## src/rtl/vend_sequencer_if.sv

```systemverilog
// Vend-sequencer signal bundle: requests and refills in, actuator strobes and stock counts out.
// master drives the request side; slave is the sequencer itself.
interface vend_sequencer_if #(
    parameter int STOCK_W = 4
) ();
    logic               vend_req;
    logic [2:0]         change;
    logic               refill_1;
    logic               refill_2;
    logic               accept_coins;
    logic               motor_on;
    logic               eject_1;
    logic               eject_2;
    logic [STOCK_W-1:0] stock_1;
    logic [STOCK_W-1:0] stock_2;
    logic               done;
    logic               short_change;

    modport master (
        output vend_req, change, refill_1, refill_2,
        input  accept_coins, motor_on, eject_1, eject_2,
        input  stock_1, stock_2, done, short_change
    );

    modport slave (
        input  vend_req, change, refill_1, refill_2,
        output accept_coins, motor_on, eject_1, eject_2,
        output stock_1, stock_2, done, short_change
    );
endinterface

```

## src/rtl/vend_sequencer.sv

```systemverilog
// Dispense sequencer: runs the drink motor, then pays change coin by coin from two hoppers.
// done arrives MOTOR_CYCLES+1+n*(PULSE+GAP) cycles after vend_req; no backpressure, requests outside IDLE are dropped.
module vend_sequencer #(
    parameter int MOTOR_CYCLES = 8,
    parameter int PULSE_CYCLES = 2,
    parameter int GAP_CYCLES   = 2,
    parameter int STOCK_W      = 4,
    parameter int STOCK_INIT   = 15
) (
    input  logic             CLK,
    input  logic             reset,
    vend_sequencer_if.slave  bus
);

    localparam int MAX_A  = (MOTOR_CYCLES > PULSE_CYCLES) ? MOTOR_CYCLES : PULSE_CYCLES;
    localparam int MAX_C  = (MAX_A > GAP_CYCLES) ? MAX_A : GAP_CYCLES;
    localparam int CNT_W  = (MAX_C > 1) ? $clog2(MAX_C) : 1;

    localparam logic [CNT_W-1:0]   MOTOR_LOAD = CNT_W'(MOTOR_CYCLES - 1);
    localparam logic [CNT_W-1:0]   PULSE_LOAD = CNT_W'(PULSE_CYCLES - 1);
    localparam logic [CNT_W-1:0]   GAP_LOAD   = CNT_W'(GAP_CYCLES - 1);
    localparam logic [STOCK_W-1:0] STOCK_MAX  = '1;
    localparam logic [STOCK_W-1:0] STOCK_RST  = STOCK_W'(STOCK_INIT);

    typedef enum logic [2:0] {
        IDLE  = 3'd0,
        MOTOR = 3'd1,
        EJECT = 3'd2,
        GAP   = 3'd3,
        DONE  = 3'd4
    } state_t;

    state_t             state_q, state_d;
    logic [CNT_W-1:0]   cnt_q, cnt_d;
    logic [2:0]         rem_q, rem_d;
    logic               coin2_q, coin2_d;
    logic               short_q, short_d;
    logic [STOCK_W-1:0] stock1_q, stock1_d;
    logic [STOCK_W-1:0] stock2_q, stock2_d;
    logic               motor_q, ej1_q, ej2_q, done_q, accept_q;

    logic               cnt_last;
    logic               dec1, dec2;

    assign cnt_last = (cnt_q == '0);

    always_comb begin
        state_d = state_q;
        cnt_d   = cnt_q;
        rem_d   = rem_q;
        coin2_d = coin2_q;
        short_d = short_q;
        dec1    = 1'b0;
        dec2    = 1'b0;

        unique case (state_q)
            IDLE: begin
                if (bus.vend_req) begin
                    rem_d   = (bus.change > 3'd4) ? 3'd4 : bus.change;
                    short_d = 1'b0;
                    state_d = MOTOR;
                    cnt_d   = MOTOR_LOAD;
                end
            end
            MOTOR, GAP: begin
                if (!cnt_last) begin
                    cnt_d = cnt_q - 1'b1;
                end else if (rem_q == 3'd0) begin
                    state_d = DONE;
                end else if ((rem_q >= 3'd2) && (stock2_q != '0)) begin
                    state_d = EJECT;
                    coin2_d = 1'b1;
                    dec2    = 1'b1;
                    rem_d   = rem_q - 3'd2;
                    cnt_d   = PULSE_LOAD;
                end else if (stock1_q != '0) begin
                    state_d = EJECT;
                    coin2_d = 1'b0;
                    dec1    = 1'b1;
                    rem_d   = rem_q - 3'd1;
                    cnt_d   = PULSE_LOAD;
                end else begin
                    short_d = 1'b1;
                    state_d = DONE;
                end
            end
            EJECT: begin
                if (cnt_last) begin
                    state_d = GAP;
                    cnt_d   = GAP_LOAD;
                end else begin
                    cnt_d = cnt_q - 1'b1;
                end
            end
            DONE: begin
                state_d = IDLE;
            end
            default: begin
                state_d = IDLE;
            end
        endcase
    end

    // A refill coinciding with a payout of the same hopper cancels out.
    always_comb begin
        stock1_d = stock1_q;
        if (bus.refill_1 && !dec1) begin
            if (stock1_q != STOCK_MAX) stock1_d = stock1_q + 1'b1;
        end else if (dec1 && !bus.refill_1) begin
            stock1_d = stock1_q - 1'b1;
        end
    end

    always_comb begin
        stock2_d = stock2_q;
        if (bus.refill_2 && !dec2) begin
            if (stock2_q != STOCK_MAX) stock2_d = stock2_q + 1'b1;
        end else if (dec2 && !bus.refill_2) begin
            stock2_d = stock2_q - 1'b1;
        end
    end

    always_ff @(posedge CLK or posedge reset) begin
        if (reset) begin
            state_q  <= IDLE;
            cnt_q    <= '0;
            rem_q    <= '0;
            coin2_q  <= 1'b0;
            short_q  <= 1'b0;
            stock1_q <= STOCK_RST;
            stock2_q <= STOCK_RST;
            motor_q  <= 1'b0;
            ej1_q    <= 1'b0;
            ej2_q    <= 1'b0;
            done_q   <= 1'b0;
            accept_q <= 1'b1;
        end else begin
            state_q  <= state_d;
            cnt_q    <= cnt_d;
            rem_q    <= rem_d;
            coin2_q  <= coin2_d;
            short_q  <= short_d;
            stock1_q <= stock1_d;
            stock2_q <= stock2_d;
            motor_q  <= (state_d == MOTOR);
            ej1_q    <= (state_d == EJECT) && !coin2_d;
            ej2_q    <= (state_d == EJECT) && coin2_d;
            done_q   <= (state_d == DONE);
            accept_q <= (state_d == IDLE);
        end
    end

    assign bus.accept_coins = accept_q;
    assign bus.motor_on     = motor_q;
    assign bus.eject_1      = ej1_q;
    assign bus.eject_2      = ej2_q;
    assign bus.done         = done_q;
    assign bus.short_change = short_q;
    assign bus.stock_1      = stock1_q;
    assign bus.stock_2      = stock2_q;

endmodule
```

## src/flat_wrapper.sv

```systemverilog
// flat-port wrapper written by rule: the top's interface ports become plain ports
module vend_sequencer_flat 
#(
    parameter int MOTOR_CYCLES = 8,
    parameter int PULSE_CYCLES = 2,
    parameter int GAP_CYCLES   = 2,
    parameter int STOCK_W      = 4,
    parameter int STOCK_INIT   = 15
)
  (CLK, reset, bus_vend_req, bus_change, bus_refill_1, bus_refill_2, bus_accept_coins, bus_motor_on, bus_eject_1, bus_eject_2, bus_stock_1, bus_stock_2, bus_done, bus_short_change);
  vend_sequencer_if #(.STOCK_W(STOCK_W)) bus_i ();
  input  logic CLK;
  input  logic reset;
  input wire logic [$bits(bus_i.vend_req)-1:0] bus_vend_req;
  input wire logic [$bits(bus_i.change)-1:0] bus_change;
  input wire logic [$bits(bus_i.refill_1)-1:0] bus_refill_1;
  input wire logic [$bits(bus_i.refill_2)-1:0] bus_refill_2;
  output wire logic [$bits(bus_i.accept_coins)-1:0] bus_accept_coins;
  output wire logic [$bits(bus_i.motor_on)-1:0] bus_motor_on;
  output wire logic [$bits(bus_i.eject_1)-1:0] bus_eject_1;
  output wire logic [$bits(bus_i.eject_2)-1:0] bus_eject_2;
  output wire logic [$bits(bus_i.stock_1)-1:0] bus_stock_1;
  output wire logic [$bits(bus_i.stock_2)-1:0] bus_stock_2;
  output wire logic [$bits(bus_i.done)-1:0] bus_done;
  output wire logic [$bits(bus_i.short_change)-1:0] bus_short_change;
  assign bus_i.vend_req = bus_vend_req;
  assign bus_i.change = bus_change;
  assign bus_i.refill_1 = bus_refill_1;
  assign bus_i.refill_2 = bus_refill_2;
  assign bus_accept_coins = bus_i.accept_coins;
  assign bus_motor_on = bus_i.motor_on;
  assign bus_eject_1 = bus_i.eject_1;
  assign bus_eject_2 = bus_i.eject_2;
  assign bus_stock_1 = bus_i.stock_1;
  assign bus_stock_2 = bus_i.stock_2;
  assign bus_done = bus_i.done;
  assign bus_short_change = bus_i.short_change;
  vend_sequencer #(.MOTOR_CYCLES(MOTOR_CYCLES), .PULSE_CYCLES(PULSE_CYCLES), .GAP_CYCLES(GAP_CYCLES), .STOCK_W(STOCK_W), .STOCK_INIT(STOCK_INIT)) u_core (.CLK(CLK), .reset(reset), .bus(bus_i));
endmodule
```

## config.mk

```make
export PLATFORM = sky130hd
export DESIGN_NAME = vend_sequencer_flat
export DESIGN_NICKNAME = d
export VERILOG_FILES = /design/src/rtl/vend_sequencer_if.sv /design/src/rtl/vend_sequencer.sv /design/src/flat_wrapper.sv
export SDC_FILE = /design/constraint.sdc
export NUM_CORES = 1
export LEC_CHECK = 0
export CAP_MARGIN = 20
export CORE_MARGIN = 2
export CORE_UTILIZATION = 57
export DETAILED_ROUTE_END_ITERATION = 8
export PLACE_DENSITY = 0.84
export SYNTH_ARGS = -nofsm -noshare
export SYNTH_HDL_FRONTEND = slang
export SYNTH_SLANG_ARGS = --single-unit
export TNS_END_PERCENT = 10
```

## constraint.sdc

```tcl
create_clock -name CLK -period 8.5 [get_ports CLK]
set_input_delay 1.7 -clock CLK [delete_from_list [all_inputs] [get_ports CLK]]
set_output_delay 1.7 -clock CLK [all_outputs]
set_load 0.02 [all_outputs]
```

Word level (Yosys, flattened, before mapping)
Cells that the tools add are included.
W data, S select, Z words.
{"block": "word_totals", "regBits": 24, "out_inout_bits": 14, "wordCells": 114}
{"block": "op_classes", "n_addsub": 7, "magnitude_cmp": 2, "n_eq_ne": 18, "n_mux": 47, "n_reduce_logical": 28}
{"cell": "$mux W3", "n": 18}
{"cell": "$mux W4", "n": 6}
{"cell": "$mux W1", "n": 19}
{"cell": "$pmux W3 S3", "n": 2}
{"cell": "$logic_not A3 Y1", "n": 4}
{"cell": "$ne A2 B2 Y1 const B", "n": 6}
{"cell": "$ne A4 B4 Y1 const B", "n": 3}
{"cell": "$eq A3 B2 Y1 const B", "n": 3}
{"cell": "$add A4 B1 Y4 const B", "n": 2}
{"cell": "$reduce_bool A4 Y1", "n": 2}
{"cell": "$sub A4 B1 Y4 const B", "n": 2}
{"cell": "$logic_and A1 B1 Y1", "n": 7}
{"cell": "$eq A3 B1 Y1 const B", "n": 2}
{"cell": "$pmux W3 S2", "n": 1}
{"cell": "$reduce_and A6 Y1", "n": 1}
{"cell": "$reduce_bool A2 Y1", "n": 3}
{"cell": "$sub A3 B1 Y3 const B", "n": 2}
{"cell": "$logic_not A1 Y1", "n": 5}
{"cell": "$reduce_and A5 Y1", "n": 1}
{"cell": "$reduce_and A2 Y1", "n": 2}
{"cell": "$reduce_and A4 Y1", "n": 1}
{"cell": "$eq A3 B3 Y1 const B", "n": 1}
{"cell": "$ge A3 B2 Y1 const B", "n": 1}
{"cell": "$gt A3 B3 Y1 const B", "n": 1}
{"cell": "7 further kinds", "n": 7}

Logic depth before layout (Yosys ltp)
{"block": "logic_depth", "ltp_word": 10, "mapped_depth": 13, "depth_no_buf": 12}

Worst setup path after synthesis
Ideal clock, no wire load.
{"block": "synth_timing", "kind": "input port to flip-flop", "startpoint": "input bus_refill_1", "endpoint": "register u_core.stock1_q[3] (netlist: u_core.bus.stock_1[3])", "setup_time_ns": 0.078, "t_arrival_ns": 3.190, "slack_ns": 5.231, "cell_stages": 6, "cell_sequence": "nand2_1 > ha_1 > a21oi_1 > nand2_1 > or4b_2 > a31o_2"}
{"block": "synth_via", "elab_chain_cells": 4, "elab_cells_between_ends": 7, "cone_classes": "1 x eq/ne; 1 x mux; 5 x reduce/logical"}
{"item": "start: declaration", "line": "flat_wrapper.sv:16", "text": "input wire logic [$bits(bus_i.refill_1)-1:0] bus_refill_1;"}
{"item": "$logic_not A1 Y1", "line": "vend_sequencer.sv:109", "text": "end else if (dec1 && !bus.refill_1) begin"}
{"item": "$logic_and A1 B1 Y1", "line": "vend_sequencer.sv:109"}
{"item": "$reduce_bool A2 Y1 (no line)"}
{"item": "$reduce_and A2 Y1 (no line)"}
{"item": "end signal: assignment", "line": "vend_sequencer.sv:143", "text": "stock1_q <= stock1_d;"}
{"item": "end: declaration", "line": "vend_sequencer.sv:38", "text": "logic [STOCK_W-1:0] stock1_q, stock1_d;"}
Several ways; a longest one is shown, not always the timed one.
A chain may end at the register's enable or synchronous reset.

Final worst setup path
Same ends and word-level chain as after synthesis.

==> run_results.csv <==
group,metric,value,unit
status,status,"finished clean",
detailed_routing,routed_wirelength,2.93,mm
yosys,synth_area_leaders,"dfrtp_1 (27%), dfstp_2 (17%), ha_1 (7.1%), nand2_1 (2.9%), a21oi_1 (2.8%)",
run,drv_cap,0,
clocking,clk_latency,0.32,ns
die,ios,22,
final_layout,layout_common_cells,"clkdlybuf4s50_1 (21), dfrtp_1 (15), nand2_1 (11)",
detailed_routing,via_per_inst,6.12,
die,die_height,53.7,um
sta,holdWs,0.528,ns
min_path,min_to,"u_core.bus.stock_2[3]",
final_layout,syn2layout_area_growth,18.3,%
detailed_routing,drtIter0Drc,34,
place,gp_congestion,0.739,
clocking,htree_levels,1,
sta,worst_pin_slew,0.927,ns
yosys,yosys.area.top_type_share,26.7,%
place,post-place-ws,4.43,ns
die,coreArea,2280,sq um
yosys,synth_area_leader_cell,"dfrtp_1",
place,portBuffers,21,
global_routing,first_global_vias,1093,
critical_path,reg2reg_setup_slack,4.96,ns
die,rows,17,
detailed_routing,wire_per_inst,15.8,um
critical_path,cp_data_arrival_time,4.03,ns
clocking,clockBufferDepth,2,
critical_path,required,8.78,ns
yosys,yosysWarningCount,0,
sta,final.min_clock_period,3.76,ns
final_layout,nFillCells,167,
detailed_routing,first_pass_iters,4,
global_routing,grt-ovfl-total,0,
min_path,hp-class,"reg2reg",
final_layout,drive_gt1_share,15.3,%
min_path,min-delay-start,"u_core.bus.stock_2[3]",
global_routing,grt_max_degree,25,
critical_path,r2r_cells,10,
critical_path,r2r_start,"u_core.cnt_q[1]",
final_layout,fin_util,73.0,%
final_layout,final_common_cell,"clkdlybuf4s50_1",
detailed_routing,num_vias,1132,
min_path,hold_depth,1,
die,die_x,53.7,um
yosys,async_flop_share,100,%
clocking,ctsHoldBuffers,0,
global_routing,grt_usage,24.0,%
yosys,synth_cells,136,
sta,rsz0062_at_grt,"no",
final_layout,diodes,0,
place,placed_cell_area,1630,sq um
clocking,clk_pin_slew_worst_paths,0.13,ns
sta,tns,0,ns
yosys,ys.flop_type,"dfrtp_1",
sta,slew_viol_final,0,
clocking,clkSinkCount,24,
power,total_leakage_power,0.708,nW
place,dpl.hpwl,2.14,mm
clocking,cts_tree,"built",
yosys,synth_edf_count,0,
yosys,syn_nets,154,
detailed_routing,ant_nets,0,
power,ir_worst_vdd,0.259,mV
detailed_routing,drc,0,
power,p_per_area,425,nW/um^2
final_layout,final_area,1660,sq um
final_layout,nets,176,
clocking,root_buffer,"clkbuf_4",
clocking,ctsResizeCount,0,
sta,min_period_over_period,44.2,%
sta,skew,0.00267,ns
sta,setup_viol_count_final,0,
critical_path,cp_max_fo,7,
yosys,synth_seq_cells,24,
sta,fin_ws,4.74,ns
critical_path,cp-start-kind,"input pin",
critical_path,cp-end-kind,"flip-flop",
global_routing,grt_pass1_wl,4.92,mm
critical_path,path_class,"in2reg",
yosys,synth_cell_types,46,
critical_path,timing.rr.end,"u_core.bus.stock_1[3]",
clocking,cts_buffers,3,
yosys,yosysSeqAreaShare,43.5,%
sta,slew_headroom,37.6,%
global_routing,antenna_found_initial,0,
yosys,synth_area,1410,sq um
clocking,cts_setup_buffers,0,
sta,max_freq,266,MHz
yosys,post_synth.cell_area_avg,10.3,sq um
die,die_area,2880,sq um
die,initial_utilization,61.7,%
sta,finalHoldViolCount,0,
## worst max-delay path, stage by stage
cell	delay, ns
clkdlybuf4s50_1	0.60
nand2_1	0.17
ha_1	0.35
a21oi_1	0.15
nand2_1	0.10
or4b_2	0.67
a21oi_1	0.18
a31o_2	0.12
## stage by stage
step | instances | total power (W)
after floorplan | 136 | 0.000520
after global placement | 181 | 0.000618
after detailed placement | 181 | 0.000642
after CTS | 185 | 0.000706
after global routing | 185 | 0.000767
final | 185 | 0.000707
## Yosys cell counts, drive strengths merged, types with 2 or more instances
| master | number |
|---|---|
| clkbuf | 2 |
| or3 | 4 |
| mux2i | 4 |
| nand4 | 3 |
| o21ai | 5 |
| dfrtp | 15 |
| nand2 | 11 |
| nor2b | 4 |
| nor4b | 2 |
| nor4 | 2 |
| o22a | 2 |
| ha | 8 |
| dfstp | 9 |
| a211oi | 2 |
| xor2 | 2 |
| inv | 5 |
| a21oi | 8 |
| xnor2 | 4 |
| nor3 | 8 |
| nand3 | 2 |
| nor2 | 10 |
| mux2 | 4 |
| buf | 2 |
| fa | 2 |
## cell type report
class / instances / area, sq um / share of cell area [%]
clock buffer: 4 / 36.3 / 2.18
multi-input combinational: 103 / 749 / 45.1
timing repair buffer: 21 / 210 / 12.7
inverter: 5 / 18.8 / 1.13
tap: 28 / 35.0 / 2.11
sequential: 24 / 612 / 36.8
## how the worst max path moves through the flow
stage                 start                     to  slack, ns  depth (start not counted)
6_report       bus_refill_1  u_core.bus.stock_1[3]       4.74                          8
5_1_grt        bus_refill_1  u_core.bus.stock_1[3]       4.64                          8
4_1_cts        bus_refill_1  u_core.bus.stock_1[3]       4.76                          8
3_5_place_dp   bus_refill_1  u_core.bus.stock_1[3]       4.43                          8
3_3_place_gp   bus_refill_1  u_core.bus.stock_1[3]       4.54                          8
2_1_floorplan  bus_refill_1  u_core.bus.stock_1[3]       5.23                          6
## logic make-up after synthesis
kind of cell / Yosys count / synth area share, %
AOI/OAI and AO/OA: 26 / 12.4
xor gates and xnor gates: 6 / 3.74
adders and majority gates: 10 / 9.97
buffers and inverters: 9 / 3.12
DFF: 24 / 43.5
muxes: 8 / 6.59
and+or+nand+nor: 53 / 20.7
## state kept, by name, summed over array words and instances, names as in the netlist
signal                   count
u_core.bus.eject_2           1
u_core.cnt_q                 3
u_core.coin2_q               1
u_core.bus.eject_1           1
u_core.bus.stock_1           4
u_core.bus.motor_on          1
u_core.bus.short_change      1
u_core.bus.done              1
u_core.bus.stock_2           4
u_core.rem_q                 3
u_core.state_q               3
u_core.bus.accept_coins      1
## routing by layer
metal  vias up  global-route usage (%)  part of all wire, %
li1        539                       -                    -
met1       558                    29.1                   44
met2        28                    42.0                   50
met3         7                    3.61                  4.2
met4         0                    10.7                  2.1
met5         -                       0                    0
## report_power, final
part            total, W  internal (W)  switching [W]  leakage (nW)
combinational   0.000401      0.000190       0.000211         0.402
sequential      0.000245      0.000184      0.0000610         0.285
clock          0.0000608     0.0000262      0.0000346        0.0210
Power figures use the tool's default switching activity.
